$ cat src/rtl/volume_control.sv
`default_nettype none
// +----------------------------------------------------------------------------+
// | volume_control: debounced up/down (optional mute, VOL_MUTE_EN) buttons     |
// | driving a saturating 0..MAX_LEVEL volume level with hold-to-repeat.        |
// | Revision: 1.0                                                              |
// +----------------------------------------------------------------------------+
module volume_control #(
  parameter int MAX_LEVEL       = 8,
  parameter int DEBOUNCE_CYCLES = 4,
  parameter int REPEAT_DELAY    = 16,
  parameter int REPEAT_RATE     = 4
) (
  input  logic       clk,
  input  logic       rst_n,
  input  logic       btn_up,
  input  logic       btn_down,
`ifdef VOL_MUTE_EN
  input  logic       btn_mute,
`endif
  output logic [7:0] volume_level,
  output logic       level_changed,
  output logic       muted
);

`ifdef VOL_MUTE_EN
  localparam int NUM_BTN = 3;
`else
  localparam int NUM_BTN = 2;
`endif

  localparam logic [7:0] DB_LAST    = 8'(DEBOUNCE_CYCLES - 1);
  localparam logic [7:0] DELAY_LOAD = 8'(REPEAT_DELAY - 1);
  localparam logic [7:0] RATE_LOAD  = 8'(REPEAT_RATE - 1);
  localparam logic [7:0] MAX_L      = 8'(MAX_LEVEL);

  typedef enum logic [1:0] {
    ST_IDLE      = 2'd0,
    ST_HOLD_WAIT = 2'd1,
    ST_REPEAT    = 2'd2
  } state_t;

  logic [NUM_BTN-1:0] btn_raw;
  logic [NUM_BTN-1:0] btn_deb;
  logic [NUM_BTN-1:0] btn_rise;

  assign btn_raw[0] = btn_up;
  assign btn_raw[1] = btn_down;
`ifdef VOL_MUTE_EN
  assign btn_raw[2] = btn_mute;
`endif

  for (genvar i = 0; i < NUM_BTN; i++) begin : g_btn
    logic [1:0] sync_q;
    logic [7:0] db_cnt_q, db_cnt_d;
    logic       db_q, db_d;
    logic       db_prev_q;

    always_comb begin
      db_cnt_d = 8'd0;
      db_d     = db_q;
      if (sync_q[1] != db_q) begin
        if (db_cnt_q == DB_LAST) begin
          db_d     = sync_q[1];
          db_cnt_d = 8'd0;
        end else begin
          db_cnt_d = db_cnt_q + 8'd1;
        end
      end
    end

    always_ff @(posedge clk or negedge rst_n) begin
      if (!rst_n) begin
        sync_q    <= 2'b00;
        db_cnt_q  <= 8'd0;
        db_q      <= 1'b0;
        db_prev_q <= 1'b0;
      end else begin
        sync_q    <= {sync_q[0], btn_raw[i]};
        db_cnt_q  <= db_cnt_d;
        db_q      <= db_d;
        db_prev_q <= db_q;
      end
    end

    assign btn_deb[i]  = db_q;
    assign btn_rise[i] = db_q & ~db_prev_q;
  end

  state_t     state_q, state_d;
  logic       dir_up_q, dir_up_d;
  logic [7:0] hold_cnt_q, hold_cnt_d;
  logic [7:0] level_q, level_d;
  logic       muted_q, muted_d;
  logic [7:0] volume_level_q, volume_level_d;
  logic       level_changed_q, level_changed_d;

  logic step;
  logic step_up;
  logic active_held;
  logic other_held;

  always_comb begin
    state_d     = state_q;
    dir_up_d    = dir_up_q;
    hold_cnt_d  = hold_cnt_q;
    step        = 1'b0;
    step_up     = dir_up_q;
    active_held = dir_up_q ? btn_deb[0] : btn_deb[1];
    other_held  = dir_up_q ? btn_deb[1] : btn_deb[0];

    case (state_q)
      ST_IDLE: begin
        // A rise while the other button is already down counts as "both held".
        if (btn_rise[0] && !btn_deb[1]) begin
          step       = 1'b1;
          step_up    = 1'b1;
          dir_up_d   = 1'b1;
          hold_cnt_d = DELAY_LOAD;
          state_d    = ST_HOLD_WAIT;
        end else if (btn_rise[1] && !btn_deb[0]) begin
          step       = 1'b1;
          step_up    = 1'b0;
          dir_up_d   = 1'b0;
          hold_cnt_d = DELAY_LOAD;
          state_d    = ST_HOLD_WAIT;
        end
      end
      ST_HOLD_WAIT, ST_REPEAT: begin
        if (!active_held || other_held) begin
          state_d = ST_IDLE;
        end else if (hold_cnt_q == 8'd0) begin
          step       = 1'b1;
          hold_cnt_d = RATE_LOAD;
          state_d    = ST_REPEAT;
        end else begin
          hold_cnt_d = hold_cnt_q - 8'd1;
        end
      end
      default: state_d = ST_IDLE;
    endcase
  end

  always_comb begin
    level_d = level_q;
    if (step) begin
      if (step_up && (level_q < MAX_L)) begin
        level_d = level_q + 8'd1;
      end else if (!step_up && (level_q != 8'd0)) begin
        level_d = level_q - 8'd1;
      end
    end

`ifdef VOL_MUTE_EN
    muted_d = muted_q;
    if (btn_rise[2]) begin
      muted_d = ~muted_q;
    end
    if (step) begin
      muted_d = 1'b0;
    end
`else
    muted_d = 1'b0;
`endif

    volume_level_d  = muted_d ? 8'd0 : level_d;
    level_changed_d = (volume_level_d != volume_level_q);
  end

  always_ff @(posedge clk or negedge rst_n) begin
    if (!rst_n) begin
      state_q         <= ST_IDLE;
      dir_up_q        <= 1'b0;
      hold_cnt_q      <= 8'd0;
      level_q         <= 8'd0;
      muted_q         <= 1'b0;
      volume_level_q  <= 8'd0;
      level_changed_q <= 1'b0;
    end else begin
      state_q         <= state_d;
      dir_up_q        <= dir_up_d;
      hold_cnt_q      <= hold_cnt_d;
      level_q         <= level_d;
      muted_q         <= muted_d;
      volume_level_q  <= volume_level_d;
      level_changed_q <= level_changed_d;
    end
  end

  assign volume_level  = volume_level_q;
  assign level_changed = level_changed_q;
  assign muted         = muted_q;

endmodule
`default_nettype wire

$ cat config.mk
export PLATFORM = sky130hd
export DESIGN_NAME = volume_control
export DESIGN_NICKNAME = d
export VERILOG_FILES = /design/src/rtl/volume_control.sv
export SDC_FILE = /design/constraint.sdc
export NUM_CORES = 1
export LEC_CHECK = 0
export CAP_MARGIN = 5
export CORE_AREA = 4 4 79 63
export CTS_CLUSTER_SIZE = 20
export DETAILED_ROUTE_END_ITERATION = 10
export DIE_AREA = 0 0 83 67
export PLACE_DENSITY = 0.84
export SLEW_MARGIN = 5
export SYNTH_ARGS = -nofsm -noshare
export SYNTH_HDL_FRONTEND = slang
export SYNTH_SLANG_ARGS = --single-unit
export TNS_END_PERCENT = 5
$ cat constraint.sdc
create_clock -name clk -period 2.35 [get_ports clk]
set_input_delay 0.235 -clock clk [delete_from_list [all_inputs] [get_ports clk]]
set_output_delay 0.235 -clock clk [all_outputs]
set_load 0.03 [all_outputs]
## Word-level counts from Yosys, hierarchy flattened

Index checks and enable logic that the tools add are counted.

| operators by class | value |
|---|---|
| equality and inequality tests | 10 |
| mux-type cells | 27 |
| add/sub/neg operators | 5 |
| magnitude comparators | 1 |
| reduce and logical (&&, ||, !) cells | 18 |
| bitwise logic cells | 4 |

Operators by type and width:

| operator | count |
|---|---|
| $mux 8 | 11 |
| $add 8x1->8 const B | 3 |
| $eq 8x2->1 const B | 2 |
| $pmux 8 s2 | 1 |
| $sub 8x1->8 const B | 2 |
| $mux 1 | 9 |
| $logic_not 8->1 | 1 |
| $lt 8x4->1 const B | 1 |
| $mux 2 | 4 |
| $ne 8x8->1 | 1 |
| $reduce_bool 8->1 | 1 |
| $ne 3x3->1 const B | 2 |
| $reduce_and 2->1 | 3 |
| $logic_and 1x1->1 | 4 |
| $logic_not 1->1 | 4 |
| $pmux 2 s2 | 1 |
| $reduce_and 3->1 | 1 |
| $and 1x1->1 | 2 |
| $eq 2x1->1 const B | 1 |
| $eq 2x2->1 const B | 1 |
| $logic_not 2->1 | 1 |
| $ne 1x1->1 | 2 |
| $ne 2x2->1 const B | 1 |
| $not 1->1 | 2 |
| other kinds (4) | 4 |

| word-level totals | value |
|---|---|
| input bits | 4 |
| bits in registers | 44 |
| logic and storage cells | 78 |

## Depth between registers and ports, before layout

Gate-level depths: netlist (run 1).

| depth | value |
|---|---|
| depth after elaboration | 12 |
| gate-level depth with buffers | 7 |
| gate-level depth less buffers | 7 |

## Worst setup path after synthesis (run 1)

OpenSTA, ideal clock, no wires.

| path | value |
|---|---|
| path kind | flip-flop to flip-flop |
| start point | register state_q[0] |
| end point | register volume_level_q[1], in the netlist volume_level[1] |
| library setup time | 0.096 ns |
| stages on the path, launching flop included | 8 |
| setup slack | 0.237 ns |
| arrival time | 2.017 ns |
| data required time | 2.254 ns |
| cells stage by stage | dfrtp_1 inv_1 ha_1 or3b_1 a211o_4 a31o_4 a22o_1 nor4_2 |

| on the way | value |
|---|---|
| cells in the longest elaborated chain, start to end | 7 |
| elaborated cells on any way between the ends | 12 |

Ends and longest elaborated chain:

| element | line | source |
|---|---|---|
| start: declaration | 89 | `state_t state_q, state_d;` |
| start signal: assignment | 179 | `state_q <= state_d;` |
| $logic_not 2->1 | 111 | `case (state_q)` |
| $mux 1 | - |  |
| $logic_not 1->1 | 148 | `end else if (!step_up && (level_q != 8'd0)) begin` |
| $logic_and 1x1->1 | 148 |  |
| $mux 8 | 148 |  |
| $mux 8 | 146 | `if (step_up && (level_q < MAX_L)) begin` |
| $mux 8 * | 145 | `if (step) begin` |
| via level_d[1] | 92 | `logic [7:0] level_q, level_d;` |
| end signal: assignment | 184 | `volume_level_q <= volume_level_d;` |
| end: declaration | 94 | `logic [7:0] volume_level_q, volume_level_d;` |

The timed path passes the listed nets; every way through them passes the cells marked *.
A chain may end at the register's enable or synchronous reset.

## Worst setup path in the final report (run 1)

| path | value |
|---|---|
| start point | register state_q[1] |
| end point | register volume_level_q[1], in the netlist volume_level[1] |

Same word-level chain as after synthesis.

==> results of run 1 <==
==> flip-flops by register name, summed over array words and instances, names as in the netlist <==
| register | flops |
|---|---|
| dir_up_q | 1 |
| g_btn.db_cnt_q | 16 |
| g_btn.db_prev_q | 2 |
| g_btn.db_q | 2 |
| g_btn.sync_q | 4 |
| hold_cnt_q | 8 |
| level_changed | 1 |
| state_q | 2 |
| volume_level | 8 |
==> cell families after synthesis <==
group,synth area share
buffers and inverters,0.01855
DFF,0.4947
and+or+nand+nor,0.2164
xor gates and xnor gates,0.07870
AOI/OAI and AO/OA,0.1186
muxes,0.01518
other,0.001685
adders and majority gates,0.05621
==> power groups by stage <==
stage	clock network [mW]	registers, mW	logic, mW
after floorplan	0	1.28	0.921
after detailed placement	0	1.21	1.40
after CTS	0.596	1.20	1.41
after global routing	0.624	1.24	1.60
final	0.579	1.21	1.45
after global placement	0	1.20	1.36
==> area by class of cell <==
| type | instances | share of cell area |
|---|---|---|
| Inverter | 9 | 0.01309 |
| Sequential cell | 44 | 0.4266 |
| Tap cell | 57 | 0.02763 |
| Multi-Input combinational cell | 156 | 0.4324 |
| Clock inverter | 3 | 0.01648 |
| Clock buffer | 5 | 0.02666 |
| Timing Repair Buffer | 16 | 0.05720 |
==> per-stage QoR <==
| step | setup slack, ns | instances |
|---|---|---|
| 6_report | 0.1509 | 290 |
| 5_1_grt | 0.02494 | 290 |
| 4_1_cts | 0.1147 | 290 |
| 3_5_place_dp | 0.1160 | 281 |
| 3_3_place_gp | 0.1743 | 281 |
| 2_1_floorplan | 0.2372 | 210 |
==> cells in the mapped netlist (2+ instances only) <==
| master | count |
|---|---|
| sky130_fd_sc_hd__dfrtp_1 | 44 |
| sky130_fd_sc_hd__a21o_1 | 2 |
| sky130_fd_sc_hd__nand2_1 | 9 |
| sky130_fd_sc_hd__nand4_1 | 3 |
| sky130_fd_sc_hd__a31oi_1 | 2 |
| sky130_fd_sc_hd__mux2_2 | 3 |
| sky130_fd_sc_hd__xor2_1 | 9 |
| sky130_fd_sc_hd__a21boi_0 | 2 |
| sky130_fd_sc_hd__nand3_1 | 8 |
| sky130_fd_sc_hd__ha_1 | 10 |
| sky130_fd_sc_hd__o21ai_0 | 13 |
| sky130_fd_sc_hd__and3_1 | 5 |
| sky130_fd_sc_hd__inv_1 | 9 |
| sky130_fd_sc_hd__nor2b_1 | 2 |
| sky130_fd_sc_hd__or3_1 | 2 |
| sky130_fd_sc_hd__a22o_1 | 2 |
| sky130_fd_sc_hd__nor3b_1 | 4 |
| sky130_fd_sc_hd__or4b_1 | 2 |
| sky130_fd_sc_hd__xnor2_1 | 11 |
| sky130_fd_sc_hd__or4_1 | 2 |
| sky130_fd_sc_hd__nand2b_1 | 3 |
| sky130_fd_sc_hd__nor2_1 | 30 |
| sky130_fd_sc_hd__nor3_1 | 6 |
| sky130_fd_sc_hd__nor4_2 | 2 |
==> how the worst max path moves through the flow <==
stage	startpoint	end	slack, ns
after floorplan	state_q[0]	volume_level[1]	0.24
final	state_q[1]	volume_level[1]	0.15
after global placement	state_q[0]	volume_level[1]	0.17
after detailed placement	state_q[1]	volume_level[1]	0.12
after CTS	state_q[1]	volume_level[1]	0.11
after global routing	hold_cnt_q[1]	hold_cnt_q[7]	0.02
==> timing repair <==
item | 4_1_cts | 5_1_grt
hold buffers | 1 | 0
resized for setup | 0 | 5
setup endpoints to repair | 0 | 2
hold endpoints to repair | 22 | 0
==> per-layer routing <==
layer / global-route usage / vias up / part of all wire
li1: - / 786 / -
met1: 0.2012 / 748 / 0.52
met2: 0.2370 / 24 / 0.44
met3: 0.03832 / 7 / 0.034
met4: 0.04898 / 0 / 0.011
met5: 0 / - / 0
==> metrics.log, run 1 <==
[metrics] die width: 83 um
[metrics] worst rel slew slack: 0.5848
[metrics] Net Count, Synth: 224
[metrics] FFs w/ async S/R, synth: 1.000
[metrics] number of buffer and inverter stages on the critical path: 1
[metrics] Critical Path Source Type: register
[metrics] maximum resistive drop on vdd: just under 0.9 mV
[metrics] port buffer count: 12
[metrics] maximum fanout along the worst path: 8
[metrics] area of the die: 0.005561 sq mm
[metrics] peak per-stage delay on the critical path: about 0.4 ns
[metrics] antenna violations before repair: 0
[metrics] largest net degree at the start of global routing: 24
[metrics] effective utilization at floorplan: 0.5229
[metrics] ratio of cells with drive above 1 in the final layout: 0.1116
[metrics] Data arrival, critical path: between 2 and 2.5 ns
[metrics] number of inserted filler cells in the final layout: 359
[metrics] CTS clock-pin slew for the worst setup and hold paths: approximately 0.09 ns
[metrics] mean cell area of the mapped netlist: 10.60 sq um
[metrics] most common library cell in the layout ignoring fill and taps: sky130_fd_sc_hd__dfrtp_1
[metrics] num ports: 14
[metrics] Fin Setup TNS: 0 ns
[metrics] post-route antenna net violation count: 0
[metrics] Cell Pwr Density: 1255 mW/mm^2
[metrics] commonest non-fill, non-tap cells in the layout: sky130_fd_sc_hd__dfrtp_1 (44), sky130_fd_sc_hd__nor2_1 (30), sky130_fd_sc_hd__o21ai_0 (13)
[metrics] worst hold margin: 0.3476 ns
[metrics] Static Leak: 1.096 nW
[metrics] register share of total power: 0.372
[metrics] Power Total: roughly 3.2 mW
[metrics] maximum level of the CTS H-tree: 2
[metrics] area growth from synthesis to final layout: 15.96%
[metrics] GRT Overall Usage: 0.1495
[metrics] aggregate global routing overflow: 0
[metrics] Post-synth top flop: sky130_fd_sc_hd__dfrtp_1
[metrics] Yosys top cell area share: 0.4947
[metrics] required time of the worst setup path: between 2 and 3 ns
[metrics] Max-Cap Viols: 0
[metrics] Placer Congestion: 0.8161
[metrics] standard cell area after detailed placement: 0.002427 sq mm
[metrics] Worst Reg-to-Reg Cells: 7
[metrics] count of different cell masters after synthesis: 49
[metrics] cell taking the most area after synthesis: sky130_fd_sc_hd__dfrtp_1
[metrics] source of the worst hold timing path: g_btn[1].sync_q[0]
[metrics] endpoint of the worst-slack reg-to-reg timing path: volume_level[1]
[metrics] vias: around 1600
[metrics] Setup Buffers After CTS: 0
[metrics] RSZ-0062 raised after global routing: false
[metrics] Worst Hold Class: register to register
[metrics] total core area: 0.004257 sq mm
[metrics] kind of cell adding the most delay to the critical path: compound AO/OA/AOI/OAI gates
[metrics] internal power: around 1.9 mW
[metrics] number of standard cells after synthesis: 210
[metrics] initial detailed-routing violation count: 38
[metrics] total of flip-flops plus latches after synthesis: 44
[metrics] yosys synthesis warning count: 0
[metrics] Post-synth EDFFs: 0
[metrics] Combinational Power Share: 0.449
[metrics] clock network fraction of design power: 0.179
[metrics] final clock period utilization by the worst path: 0.9358
[metrics] insertion delay of the later-clocked pin in the worst-skew pair: about 0.3 ns
[metrics] placed wire-length estimate after detailed placement: 2745 um
[metrics] placement row count: 21
[metrics] Fmax: approximately 450 MHz
[metrics] clock sink total: between 40 and 50
[metrics] vias in the first global route: 1512
[metrics] Worst R2R Setup Slack: approximately 0.15 ns
[metrics] Max clock buf depth: 2
[metrics] number of gates on the worst path with buffers counted: 7
[metrics] WL/cell: 13.43 um
[metrics] worst hold endpoint: g_btn[1].sync_q[1]
[metrics] shortest period the worst path allows: 2.199 ns
[metrics] vertical extent of the die: ~67 um
[metrics] Detailed Route WL: 3894 um
[metrics] clock tree root driver cell: sky130_fd_sc_hd__clkbuf_8
[metrics] count of unresolved DRC violations after routing: 0
[metrics] share of the core filled with cells in the final layout: 0.6064
[metrics] clk_skew: 0.007304 ns
[metrics] launch point of the worst reg-to-reg path: state_q[1]
[metrics] sw power: 1.322 mW
[metrics] area of the multi-input gates: 0.001116 sq mm
[metrics] cells traversed along the worst timing path: inv_1 > ha_4 > or3b_1 > a211o_4 > a31o_4 > a22o_1 > nor4_2
[metrics] wire length of the first global-routing pass: 6644 um
[metrics] TritonCTS clock tree: yes
[metrics] Worst-Margin Slew: 0.6163 ns
[metrics] Antenna Cells: 0
[metrics] number of iterations in the first detailed-routing pass: 5
[metrics] final count of negative-setup-slack endpoints: 0
[metrics] area of the mapped netlist: between 0.002 and 0.0025 sq mm
[metrics] start-to-end type of the worst setup path: register to register
[metrics] result of the run: completed
[metrics] hold violation count in the final report: 0
[metrics] Max Transition Viols Final: 0
[metrics] Switching Fraction: 0.4081
[metrics] Storage cell area: 0.001101 sq mm
[metrics] final cell area excluding filler cells: around 0.0026 sq mm
[metrics] Inserted Clock Buffers: 5
[metrics] Final Net Count: 246
[metrics] Max stage delay cell, worst path: sky130_fd_sc_hd__dfrtp_1
[metrics] cell count of the worst hold path: 0
[metrics] Area contributors post-synth: sky130_fd_sc_hd__dfrtp_1 (49%), sky130_fd_sc_hd__ha_1 (5.6%), sky130_fd_sc_hd__nor2_1 (5.1%)
[metrics] routed via count divided by cell count: around 5.4
[metrics] Worst Setup End Kind: register
[metrics] register area share after synthesis: 0.4947
No activity file was read; power rests on OpenSTA's default activity.
==> run 2: changes to the inputs <==
GPL_ROUTABILITY_DRIVEN = 0   (was unset)
==> results of run 2 <==
Final layout, timing and power as in run 1 (identical DEF).
==> run 3: changes to the inputs <==
CORE_AREA = 4 4 105 82   (was 4 4 79 63)
DIE_AREA = 0 0 109 86   (was 0 0 83 67)
PLACE_DENSITY = 0.57   (was 0.84)
==> run 3 against run 2 <==
Effect of this change: register-to-register slack got worse by 0.03 ns; critical path depth stayed put; via count fell by 1.9%; die area is 69% higher; power shrank 1.4%.
==> metrics.log, run 3 (same netlist as run 1, synthesis figures left out) <==
[metrics] maximum resistive drop on vdd: 0.5771 mV (-34%)
[metrics] final count of negative-setup-slack endpoints: 0 (unchanged)
[metrics] area growth from synthesis to final layout: 18.38%
[metrics] Worst Reg-to-Reg Cells: 7 (unchanged)
[metrics] maximum level of the CTS H-tree: 2 (unchanged)
[metrics] maximum fanout along the worst path: 8 (unchanged)
[metrics] vertical extent of the die: 86 um (+28%)
[metrics] final cell area excluding filler cells: 0.002635 sq mm (+2.1%)
[metrics] register ranked first by flip-flop count: g_btn.db_cnt_q
[metrics] num ports: 14 (unchanged)
[metrics] Detailed Route WL: 3864 um (-0.77%)
[metrics] insertion delay of the later-clocked pin in the worst-skew pair: 0.30 ns (about the same)
[metrics] placed wire-length estimate after detailed placement: 2758 um (+0.50%)
[metrics] clk_skew: 0.008135 ns (+0.0008309 ns)
[metrics] met2 track demand over resource: 0.1210 (-0.1160)
[metrics] Max clock buf depth: 2 (unchanged)
[metrics] most common library cell in the layout ignoring fill and taps: sky130_fd_sc_hd__dfrtp_1
[metrics] Setup Buffers After CTS: 0 (unchanged)
[metrics] number of inserted filler cells in the final layout: 785 (+120%)
[metrics] start-to-end type of the worst setup path: register to register
[metrics] Cell Pwr Density: 1212 mW/mm^2 (-3.4%)
[metrics] Max-Cap Viols: 0 (unchanged)
[metrics] ratio of cells with drive above 1 in the final layout: 0.1106 (-0.0009497)
[metrics] area of the die: 0.009374 sq mm (+69%)
[metrics] port buffer count: 12 (unchanged)
[metrics] worst rel slew slack: 0.6405 (+0.05568)
[metrics] Fin Setup TNS: 0 ns (unchanged)
[metrics] antenna violations before repair: 0 (unchanged)
[metrics] Antenna Cells: 0 (unchanged)
[metrics] RSZ-0062 raised after global routing: false
[metrics] share of the core filled with cells in the final layout: 0.3434 (-0.2630)
[metrics] Worst R2R Setup Slack: 0.13 ns (-0.03 ns)
[metrics] hold violation count in the final report: 0 (unchanged)
[metrics] cell count of the worst hold path: 0 (unchanged)
[metrics] standard cell area after detailed placement: 0.002515 sq mm (+3.6%)
[metrics] grt met1 use: 0.1371 (-0.06414)
[metrics] filler-free cell count of the finished design: 340 (+17%)
[metrics] GRT Overall Usage: 0.09202 (-0.05751)
[metrics] number of cells after detailed placement: 331 (+18%)
[metrics] Worst Hold Class: register to register
[metrics] die width: 109 um (+31%)
[metrics] initial detailed-routing violation count: 40 (+5.3%)
[metrics] routed via count divided by cell count: 4.515 (-16%)
[metrics] total core area: 0.007672 sq mm (+80%)
[metrics] met3 capacity usage during global routing: 0.03085 (-0.007469)
[metrics] CP startpoint: state_q[0]
[metrics] clock tree root driver cell: sky130_fd_sc_hd__clkbuf_8
[metrics] final clock period utilization by the worst path: 0.9468 (+0.01100)
[metrics] Fmax: 449.4 MHz (-1.2%)
[metrics] WL/cell: 11.36 um (-15%)
[metrics] wire length of the first global-routing pass: 6844 um (+3.0%)
[metrics] result of the run: completed
[metrics] post-route antenna net violation count: 0 (unchanged)
[metrics] vias: 1535 (-1.9%)
[metrics] source of the worst hold timing path: g_btn[0].sync_q[0]
[metrics] endpoint of the worst-slack reg-to-reg timing path: volume_level[1]
[metrics] count of unresolved DRC violations after routing: 0 (unchanged)
[metrics] Static Leak: 1.110 nW (+1.2%)
[metrics] flip-flop count of the largest register after layout: 16 (unchanged)
[metrics] most congested layer reported by global routing: met1
[metrics] commonest non-fill, non-tap cells in the layout: sky130_fd_sc_hd__dfrtp_1 (44), sky130_fd_sc_hd__nor2_1 (30), sky130_fd_sc_hd__o21ai_0 (13)
[metrics] aggregate global routing overflow: 0 (unchanged)
[metrics] CTS clock-pin slew for the worst setup and hold paths: 0.08 ns (about the same)
[metrics] largest net degree at the start of global routing: 45 (+88%)
[metrics] Worst-Margin Slew: 0.5381 ns (-0.07817 ns)
[metrics] launch point of the worst reg-to-reg path: state_q[0]
[metrics] Inserted Clock Buffers: 5 (unchanged)
[metrics] Critical Path Source Type: register
[metrics] Worst Setup End Kind: register
[metrics] shortest period the worst path allows: 2.225 ns (+0.02585 ns)
[metrics] Final Net Count: 248 (+0.81%)
[metrics] Max Transition Viols Final: 0 (unchanged)
[metrics] clock sink total: 44 (unchanged)
[metrics] vias in the first global route: 1471 (-2.7%)
[metrics] effective utilization at floorplan: 0.2901 (-0.2328)
[metrics] TritonCTS clock tree: yes
[metrics] number of iterations in the first detailed-routing pass: 4 (-1)
[metrics] required time of the worst setup path: 2.53 ns (-0.03 ns)
[metrics] worst hold endpoint: g_btn[0].sync_q[1]
[metrics] Data arrival, critical path: 2.41 ns (about the same)
[metrics] placement row count: 28 (+33%)
## run 3: cell count changes in the layout (fill, tap and decap cells not counted)
cell,before,now
sky130_fd_sc_hd__a21oi_2,0,1
sky130_fd_sc_hd__a2111oi_4,1,0
sky130_fd_sc_hd__a21oi_4,1,0
sky130_fd_sc_hd__buf_4,3,4
sky130_fd_sc_hd__clkbuf_1,0,1
sky130_fd_sc_hd__buf_12,0,1
sky130_fd_sc_hd__clkinvlp_4,1,0
sky130_fd_sc_hd__ha_2,0,1
sky130_fd_sc_hd__a2111oi_2,0,1
sky130_fd_sc_hd__inv_2,1,0
sky130_fd_sc_hd__ha_4,1,0
sky130_fd_sc_hd__inv_1,8,9
## run 3: worst max-delay path by stage
stage,endpoint,depth (start not counted)
after floorplan,volume_level[1],7
after global placement,volume_level[1],7
after detailed placement,volume_level[1],7
after CTS,volume_level[1],7
after global routing,volume_level[1],7
final,volume_level[1],7
## run 3: routing by layer
metal,share of wire,up-vias
li1,-,792
met3,0.036,6
met2,0.40,18
met1,0.55,719
met5,0,-
met4,0.012,0
## run 3: per-stage QoR
step	hold WS [ns]	setup slack, ns	power [mW]
after floorplan	-0.06059	0.2372	2.205
after global placement	0.2332	0.1672	2.622
after detailed placement	0.2346	0.1102	2.642
after CTS	0.3534	0.08254	3.228
after global routing	0.3616	0.01247	3.465
final	0.3508	0.1251	3.194
## run 3: worst max-delay path, stage by stage (launching register included)
cell	delay, ns
sky130_fd_sc_hd__dfrtp_1	0.40
sky130_fd_sc_hd__inv_1	0.09
sky130_fd_sc_hd__ha_2	0.21
sky130_fd_sc_hd__or3b_1	0.38
sky130_fd_sc_hd__a211o_4	0.39
sky130_fd_sc_hd__a31o_4	0.23
sky130_fd_sc_hd__a2111oi_2	0.36
sky130_fd_sc_hd__nor4_2	0.06
## run 3: what timing repair did
action / 4_1_cts / 5_1_grt
endpoints found under the hold margin: 44 / 0
setup endpoints to repair: 0 / 1
hold buffers: 1 / 0
resized for setup: 0 / 1
## run 3: cell type report
type | instances | area [sq um] | area share
sequential | 44 | 1101 | 0.4179
multi-input combinational | 156 | 1086 | 0.4122
clock inverter | 2 | 35.03 | 0.01330
clock buffer | 6 | 72.57 | 0.02754
timing repair buffer | 18 | 175.2 | 0.06648
inverter | 9 | 33.78 | 0.01282
tap | 105 | 131.4 | 0.04986
## run 3: power by group
group / switching, mW / leakage (nW) / internal [mW]
clock: 0.253 / 0.0552 / 0.316
sequential: 0.243 / 0.560 / 0.960
combinational: 0.780 / 0.495 / 0.642
total: 1.28 / 1.11 / 1.92
